===== config.mk =====
export PLATFORM = sky130hd
export DESIGN_NAME = ln_mcif_rd_arb
export DESIGN_NICKNAME = d
export VERILOG_FILES = /design/src/rtl/ln_mcif_rd_arb_pkg.sv /design/src/rtl/ln_arb_tag_fifo.sv /design/src/rtl/ln_mcif_rd_arb.sv
export SDC_FILE = /design/constraint.sdc
export NUM_CORES = 1
export LEC_CHECK = 0
export ABC_AREA = 1
export CORE_AREA = 2 2 162 164
export CTS_BUF_LIST = sky130_fd_sc_hd__clkbuf_4
export CTS_CLUSTER_SIZE = 10
export DETAILED_ROUTE_END_ITERATION = 16
export DIE_AREA = 0 0 164 166
export GPL_ROUTABILITY_DRIVEN = 0
export MAX_ROUTING_LAYER = met4
export PLACE_DENSITY_LB_ADDON = 0.08
export SKIP_LAST_GASP = 1
export SYNTH_ARGS = -nofsm -noshare
export SYNTH_HDL_FRONTEND = slang
export SYNTH_HIERARCHICAL = 1
export SYNTH_SLANG_ARGS = --single-unit

===== constraint.sdc =====
create_clock -name clk -period 3.6 [get_ports clk]
set_clock_uncertainty 0.2 [all_clocks]
set_input_delay 0.54 -clock clk [delete_from_list [all_inputs] [get_ports clk]]
set_output_delay 0.54 -clock clk [all_outputs]
set_load 0.03 [all_outputs]

===== src/rtl/ln_mcif_rd_arb_pkg.sv =====
// rtl/ln_mcif_rd_arb_pkg.sv - shared widths, pd field offsets and types for the LN MCIF read arbiter
// The CNN_defines.vh constants are supplied here so every file of the block sees one definition.
`ifndef log2AXI_BURST_LEN
`define log2AXI_BURST_LEN 4
`endif
`ifndef MAX_DAT_DW
`define MAX_DAT_DW 16
`endif
`ifndef Tout
`define Tout 4
`endif

package ln_mcif_rd_arb_pkg;
  localparam int BL_W    = `log2AXI_BURST_LEN;
  localparam int LEN_LSB = 64;
  localparam int PD_W    = BL_W + LEN_LSB;
  localparam int DAT_W   = `MAX_DAT_DW * `Tout;
  localparam int TAG_W   = 1 + BL_W;

  typedef enum logic {
    IDLE  = 1'b0,
    ISSUE = 1'b1
  } state_t;

  typedef struct packed {
    logic            id;
    logic [BL_W-1:0] len;
  } tag_t;
endpackage


===== src/rtl/ln_arb_tag_fifo.sv =====
// rtl/ln_arb_tag_fifo.sv - in-order tag FIFO recording {requester id, cmd_len} per outstanding burst
module ln_arb_tag_fifo #(
  parameter int DEPTH = 4,
  parameter int W     = 5
) (
  input  logic                     clk,
  input  logic                     rst_n,
  input  logic                     push,
  input  logic [W-1:0]             wdata,
  input  logic                     pop,
  output logic [W-1:0]             rdata,
  output logic [$clog2(DEPTH):0]   count,
  output logic                     empty
);
  localparam int AW = $clog2(DEPTH);

  logic [W-1:0]  mem [DEPTH];
  logic [AW-1:0] wr_ptr;
  logic [AW-1:0] rd_ptr;

  // Pointers wrap naturally because DEPTH is a power of two.
  always_ff @(posedge clk or negedge rst_n) begin
    if (!rst_n) begin
      wr_ptr <= '0;
      rd_ptr <= '0;
      count  <= '0;
    end else begin
      if (push) wr_ptr <= wr_ptr + 1'b1;
      if (pop)  rd_ptr <= rd_ptr + 1'b1;
      if (push && !pop)      count <= count + 1'b1;
      else if (pop && !push) count <= count - 1'b1;
    end
  end

  always_ff @(posedge clk) begin
    if (push) mem[wr_ptr] <= wdata;
  end

  assign rdata = mem[rd_ptr];
  assign empty = (count == '0);
endmodule


===== src/rtl/ln_mcif_rd_arb.sv =====
// rtl/ln_mcif_rd_arb.sv - two-requester MCIF read command arbiter with in-order response routing
// Define LN_ARB_FIXED_PRIO_EN to make requester 0 win every tie instead of round-robin.
import ln_mcif_rd_arb_pkg::*;

module ln_mcif_rd_arb #(
  parameter int TAG_DEPTH = 4
) (
  input  logic             clk,
  input  logic             rst_n,
  input  logic             req0_vld,
  output logic             req0_rdy,
  input  logic [PD_W-1:0]  req0_pd,
  input  logic             req1_vld,
  output logic             req1_rdy,
  input  logic [PD_W-1:0]  req1_pd,
  output logic             mcif_rd_req_vld,
  input  logic             mcif_rd_req_rdy,
  output logic [PD_W-1:0]  mcif_rd_req_pd,
  input  logic             mcif_rd_resp_vld,
  output logic             mcif_rd_resp_rdy,
  input  logic [DAT_W-1:0] mcif_rd_resp_pd,
  output logic             resp0_vld,
  input  logic             resp0_rdy,
  output logic [DAT_W-1:0] resp0_pd,
  output logic             resp1_vld,
  input  logic             resp1_rdy,
  output logic [DAT_W-1:0] resp1_pd,
  output logic             mcif_rd_fifo_pop,
  output logic             busy
);
  localparam int CW = $clog2(TAG_DEPTH) + 1;

  state_t          state;
  logic            id_r;
  logic [BL_W-1:0] beat_cnt;
  logic [CW-1:0]   tag_cnt;
  logic            tag_empty;
  logic            tag_full;
  logic            tag_push;
  logic            tag_pop;
  logic [TAG_W-1:0] head_raw;
  tag_t            head;
  tag_t            push_tag;
  logic            grant_ok;
  logic            sel;
  logic            beat;
  logic            head_rdy;

`ifndef LN_ARB_FIXED_PRIO_EN
  logic            last_grant;
`endif

  assign tag_full = (tag_cnt == CW'(TAG_DEPTH));
  // Gated by rst_n so the request handshakes read 0 while reset is held.
  assign grant_ok = rst_n && (state == IDLE) && !tag_full;

  always_comb begin
    sel = req1_vld;
    if (req0_vld && req1_vld) begin
`ifdef LN_ARB_FIXED_PRIO_EN
      sel = 1'b0;
`else
      sel = ~last_grant;
`endif
    end
  end

  assign req0_rdy = grant_ok && req0_vld && !sel;
  assign req1_rdy = grant_ok && req1_vld && sel;

  always_ff @(posedge clk or negedge rst_n) begin
    if (!rst_n) begin
      state          <= IDLE;
      id_r           <= 1'b0;
      mcif_rd_req_pd <= '0;
`ifndef LN_ARB_FIXED_PRIO_EN
      last_grant     <= 1'b1;
`endif
    end else begin
      case (state)
        IDLE: begin
          if (req0_rdy || req1_rdy) begin
            mcif_rd_req_pd <= sel ? req1_pd : req0_pd;
            id_r           <= sel;
`ifndef LN_ARB_FIXED_PRIO_EN
            last_grant     <= sel;
`endif
            state          <= ISSUE;
          end
        end
        ISSUE: begin
          if (mcif_rd_req_rdy) state <= IDLE;
        end
        default: state <= IDLE;
      endcase
    end
  end

  assign mcif_rd_req_vld = (state == ISSUE);
  assign tag_push        = (state == ISSUE) && mcif_rd_req_rdy;
  assign push_tag        = '{id: id_r, len: mcif_rd_req_pd[PD_W-1:LEN_LSB]};

  ln_arb_tag_fifo #(
    .DEPTH (TAG_DEPTH),
    .W     (TAG_W)
  ) u_tag_fifo (
    .clk   (clk),
    .rst_n (rst_n),
    .push  (tag_push),
    .wdata (push_tag),
    .pop   (tag_pop),
    .rdata (head_raw),
    .count (tag_cnt),
    .empty (tag_empty)
  );

  assign head = tag_t'(head_raw);

  // Responses come back in command order, so the head tag alone decides routing.
  assign head_rdy         = head.id ? resp1_rdy : resp0_rdy;
  assign mcif_rd_resp_rdy = !tag_empty && head_rdy;
  assign resp0_vld        = mcif_rd_resp_vld && !tag_empty && !head.id;
  assign resp1_vld        = mcif_rd_resp_vld && !tag_empty && head.id;
  assign resp0_pd         = mcif_rd_resp_pd;
  assign resp1_pd         = mcif_rd_resp_pd;
  assign beat             = mcif_rd_resp_vld && mcif_rd_resp_rdy;
  assign tag_pop          = beat && (beat_cnt == head.len);
  assign mcif_rd_fifo_pop = beat;
  assign busy             = (state == ISSUE) || !tag_empty;

  always_ff @(posedge clk or negedge rst_n) begin
    if (!rst_n) begin
      beat_cnt <= '0;
    end else if (beat) begin
      beat_cnt <= tag_pop ? '0 : beat_cnt + 1'b1;
    end
  end
endmodule

==> flow_summary.ini <==
[status]
outcome = completed

[cts]
clk_pin_slew_worst_paths_ns = 0.15
cts_tree = yes
htree_num_levels = 3
post_cts_buffers = 0
clk_path_buf_depth = 2
post_cts_resized = 0
numCtsBuffers = 9
ctsRootBufferMaster = clkbuf_4
clkLatencyLatePin_ns = 0.46
cts.sinks = 102

[yosys]
synth_async_sr_flop_share_pct = 80.39
syn_area_um2 = 6306
syn_area_per_cell_um2 = 7.543
synth_xor_area_share_pct = 0.6944
synth_cell_types = 26
yosysSeqAreaShare_pct = 42.08
synthFlopType = dfrtp_1
netlist_instances = 836
synthSimpleGateAreaFrac_pct = 32.68
ys_seq_elements = 102
muxShareOfSynthArea_pct = 0
synthAdderAreaFrac_pct = 1.508
syn_nets = 1051
synth_edf_count = 20
synth_top_family_by_area = simple AND/OR/NAND/NOR gates
synth_warnings = 6
synth_compound_area_share_pct = 1.488

[final_layout]
multi_input_area_um2 = 2310
final_util_pct = 31.07
nFillCells = 2776
area_delta_synth_final_pct = 26.21
final_layout_size_suffix_gt1_share_pct = 4.605
seq_area_um2 = 2654
final_nets = 1122
stdcell_area_um2 = 7959

[sta]
slew_headroom_pct = 52.70
rsz0062_at_grt = false
period_share_pct = 92.27
final.setup.worst_slack_ns = 0.2784
setup_violations = 0
hold_violations = 0
worst_pin_slew_ns = 0.7095
slew_viol_final = 0
period_minus_slack_ns = 3.322
tns_ns = 0
timing.fmax_mhz = 301.1

[hold_path]
hold_class = flip-flop to flip-flop

[worst_setup_path]
cpMaxStageDelayCell = clkdlybuf4s50_1
cp.required_ns = 2.86
cpMostUsedCell = nand2_1
endpoint_kind = output port
crit_fanout = 6
crit_type = flip-flop to output port
cp_cell_sequence = inv_2 -> o211ai_2 -> nand2_1 -> inv_1 -> nand2_1 -> nand3_1 -> nor2_1 -> clkdlybuf4s50_1
critical-path-max-stage-delay_ns = 0.74
startpoint_type = flip-flop
arrival_ns = 2.58

[die]
ios = 412
start_util_pct = 24.62
rows = 59
core_um2 = 25620
die_w_um = 164
fp.dieH_um = 166
dieArea_um2 = 27220

[drt]
dr.pass1.iters = 4
drc_errors = 0
viasPerCell = 4.250
totalWireLength_um = 20390
wl_per_cell_um = 16.32
via_count = 5308
antenna_left = 0
dr.first_iter.drc_count = 207

[placement]
placedInstanceArea_um2 = 7829
io_buffers = 219
hpwlAfterDp_um = 14260
dp_slack_ns = 0.5117

[power_and_ir_drop]
ir_drop_mv = 0.2893
powerDensity_nw_per_um2 = 721.8
total_power_mw = 5.744
p_leak_nw = 3.870

[grt]
grt_pass1_wl_um = 31510
grt_pass1_vias = 5460
grt_max_degree = 58
grt_usage_pct = 15.58
antenna_found_initial = 2
grt-ovfl-total = 0

[flow_run]
maxCapViolations = 0
## final timing paths
kind	start	end	slack (ns)	depth (start not counted)
worst min register to register	last_grant	last_grant	0.30	2
worst min-delay path	last_grant	last_grant	0.30	2
min in group asynchronous	rst_n	mcif_rd_req_pd[59]	0.49	3
worst max-delay path	u_tag_fifo/rd_ptr[1]	mcif_rd_fifo_pop	0.28	8
max in group asynchronous	rst_n	mcif_rd_req_pd[28]	1.64	4
worst max register to register	u_tag_fifo/rd_ptr[1]	u_tag_fifo/count[1]	0.62	15
## Yosys cell counts (4+ instances only)
| cell type | count | area (um^2) |
|---|---|---|
| buf_4 | 128 | 960.9 |
| buf_2 | 27 | 135.1 |
| xor2_1 | 4 | 35.03 |
| ha_1 | 6 | 75.07 |
| inv_1 | 41 | 153.9 |
| clkbuf_1 | 12 | 45.04 |
| buf_6 | 4 | 45.04 |
| dfrtp_1 | 81 | 2027 |
| nand2_1 | 329 | 1235 |
| edfxtp_1 | 20 | 600.6 |
| nand3_1 | 146 | 730.7 |
| o211ai_1 | 9 | 67.56 |
| nor2_1 | 8 | 30.03 |
## report_power, final
group | switching, mW | leakage (nW) | internal, mW
clock network | 0.397 | 0.0650 | 0.164
logic | 1.94 | 2.60 | 1.25
registers | 0.333 | 1.20 | 1.66
total | 2.67 | 3.87 | 3.08
## timing repair
item,in CTS,in global routing
hold buffers,1,0
endpoints found under the setup margin,0,0
endpoints found under the hold margin,34,0
## worst max-delay path: cells and delay by family, from the launching register on
family | cells | cell delay, ns
buffers and inverters | 3 | 0.95
and+or+nand+nor | 4 | 0.56
DFF | 1 | 0.50
AOI/OAI and AO/OA | 1 | 0.10
## logic make-up (layout without fill, tap and decap cells)
| logic type | after synthesis | count (layout) |
|---|---|---|
| flops | 102 | 102 |
| buf+inv | 217 | 293 |
| xor+xnor | 5 | 5 |
| other cells | 0 | 2 |
| compound gates | 12 | 12 |
| fa+ha+maj | 7 | 7 |
| simple gates | 493 | 493 |
## routing by layer
metal  share of wire, %  routed length [um]  track usage (%)
met1                 43                8823            19.30
met2                 46                9368            23.93
met3                8.9                1822            5.345
met4                1.8                 374            4.691
met5                  0                   0                -
## layout make-up
| class | count | area share [%] |
|---|---|---|
| clock buffer | 12 | 1.132 |
| tap | 335 | 5.266 |
| inverter | 43 | 2.028 |
| multi-input combinational | 517 | 29.02 |
| clock inverter | 4 | 0.3144 |
| antenna | 2 | 0.06288 |
| timing repair buffer | 234 | 28.83 |
| sequential | 102 | 33.34 |
## registers in the layout (all words and copies together), names as in the netlist
signal	count
beat_cnt	4
u_tag_fifo/count	3
u_tag_fifo/rd_ptr	2
mcif_rd_req_vld	1
id_r	1
mcif_rd_req_pd	68
last_grant	1
u_tag_fifo/mem	20
u_tag_fifo/wr_ptr	2
## layout by cell type (no fill, tap or decap)
cell type        netlist  final
edfxtp_1              20     20
nor3_1                 3      3
diode_2                0      2
dlygate4sd3_1          0      1
clkdlybuf4s50_1        0    215
buf_4                128     17
clkbuf_4               0     12
clkinv_1               0      1
a21oi_4                0      1
inv_1                 41     41
xnor2_1                1      1
inv_2                  2      2
clkinv_2               0      1
nand2_1              329    329
ha_1                   6      6
clkinv_4               0      1
o211ai_1               9      9
nand4_1                3      3
o21ai_0                1      1
nor2_1                 8      8
dfrtp_1               81     81
nand4_4                0      1
xor2_1                 4      4
clkinvlp_4             0      1
buf_2                 27      1
nand2_2                2      2
dfstp_2                1      1
nand3_1              146    146
fa_1                   1      1
or2_2                  1      1
o211ai_2               1      1
## through the flow
step	cells	hold slack, ns
detailed placement	1230	0.2859
CTS	1247	0.3088
global route	1249	0.3408
floorplan	836	0.04441
global placement	1230	0.2814
finish	1249	0.3043
Power figures use the tool's default switching activity.
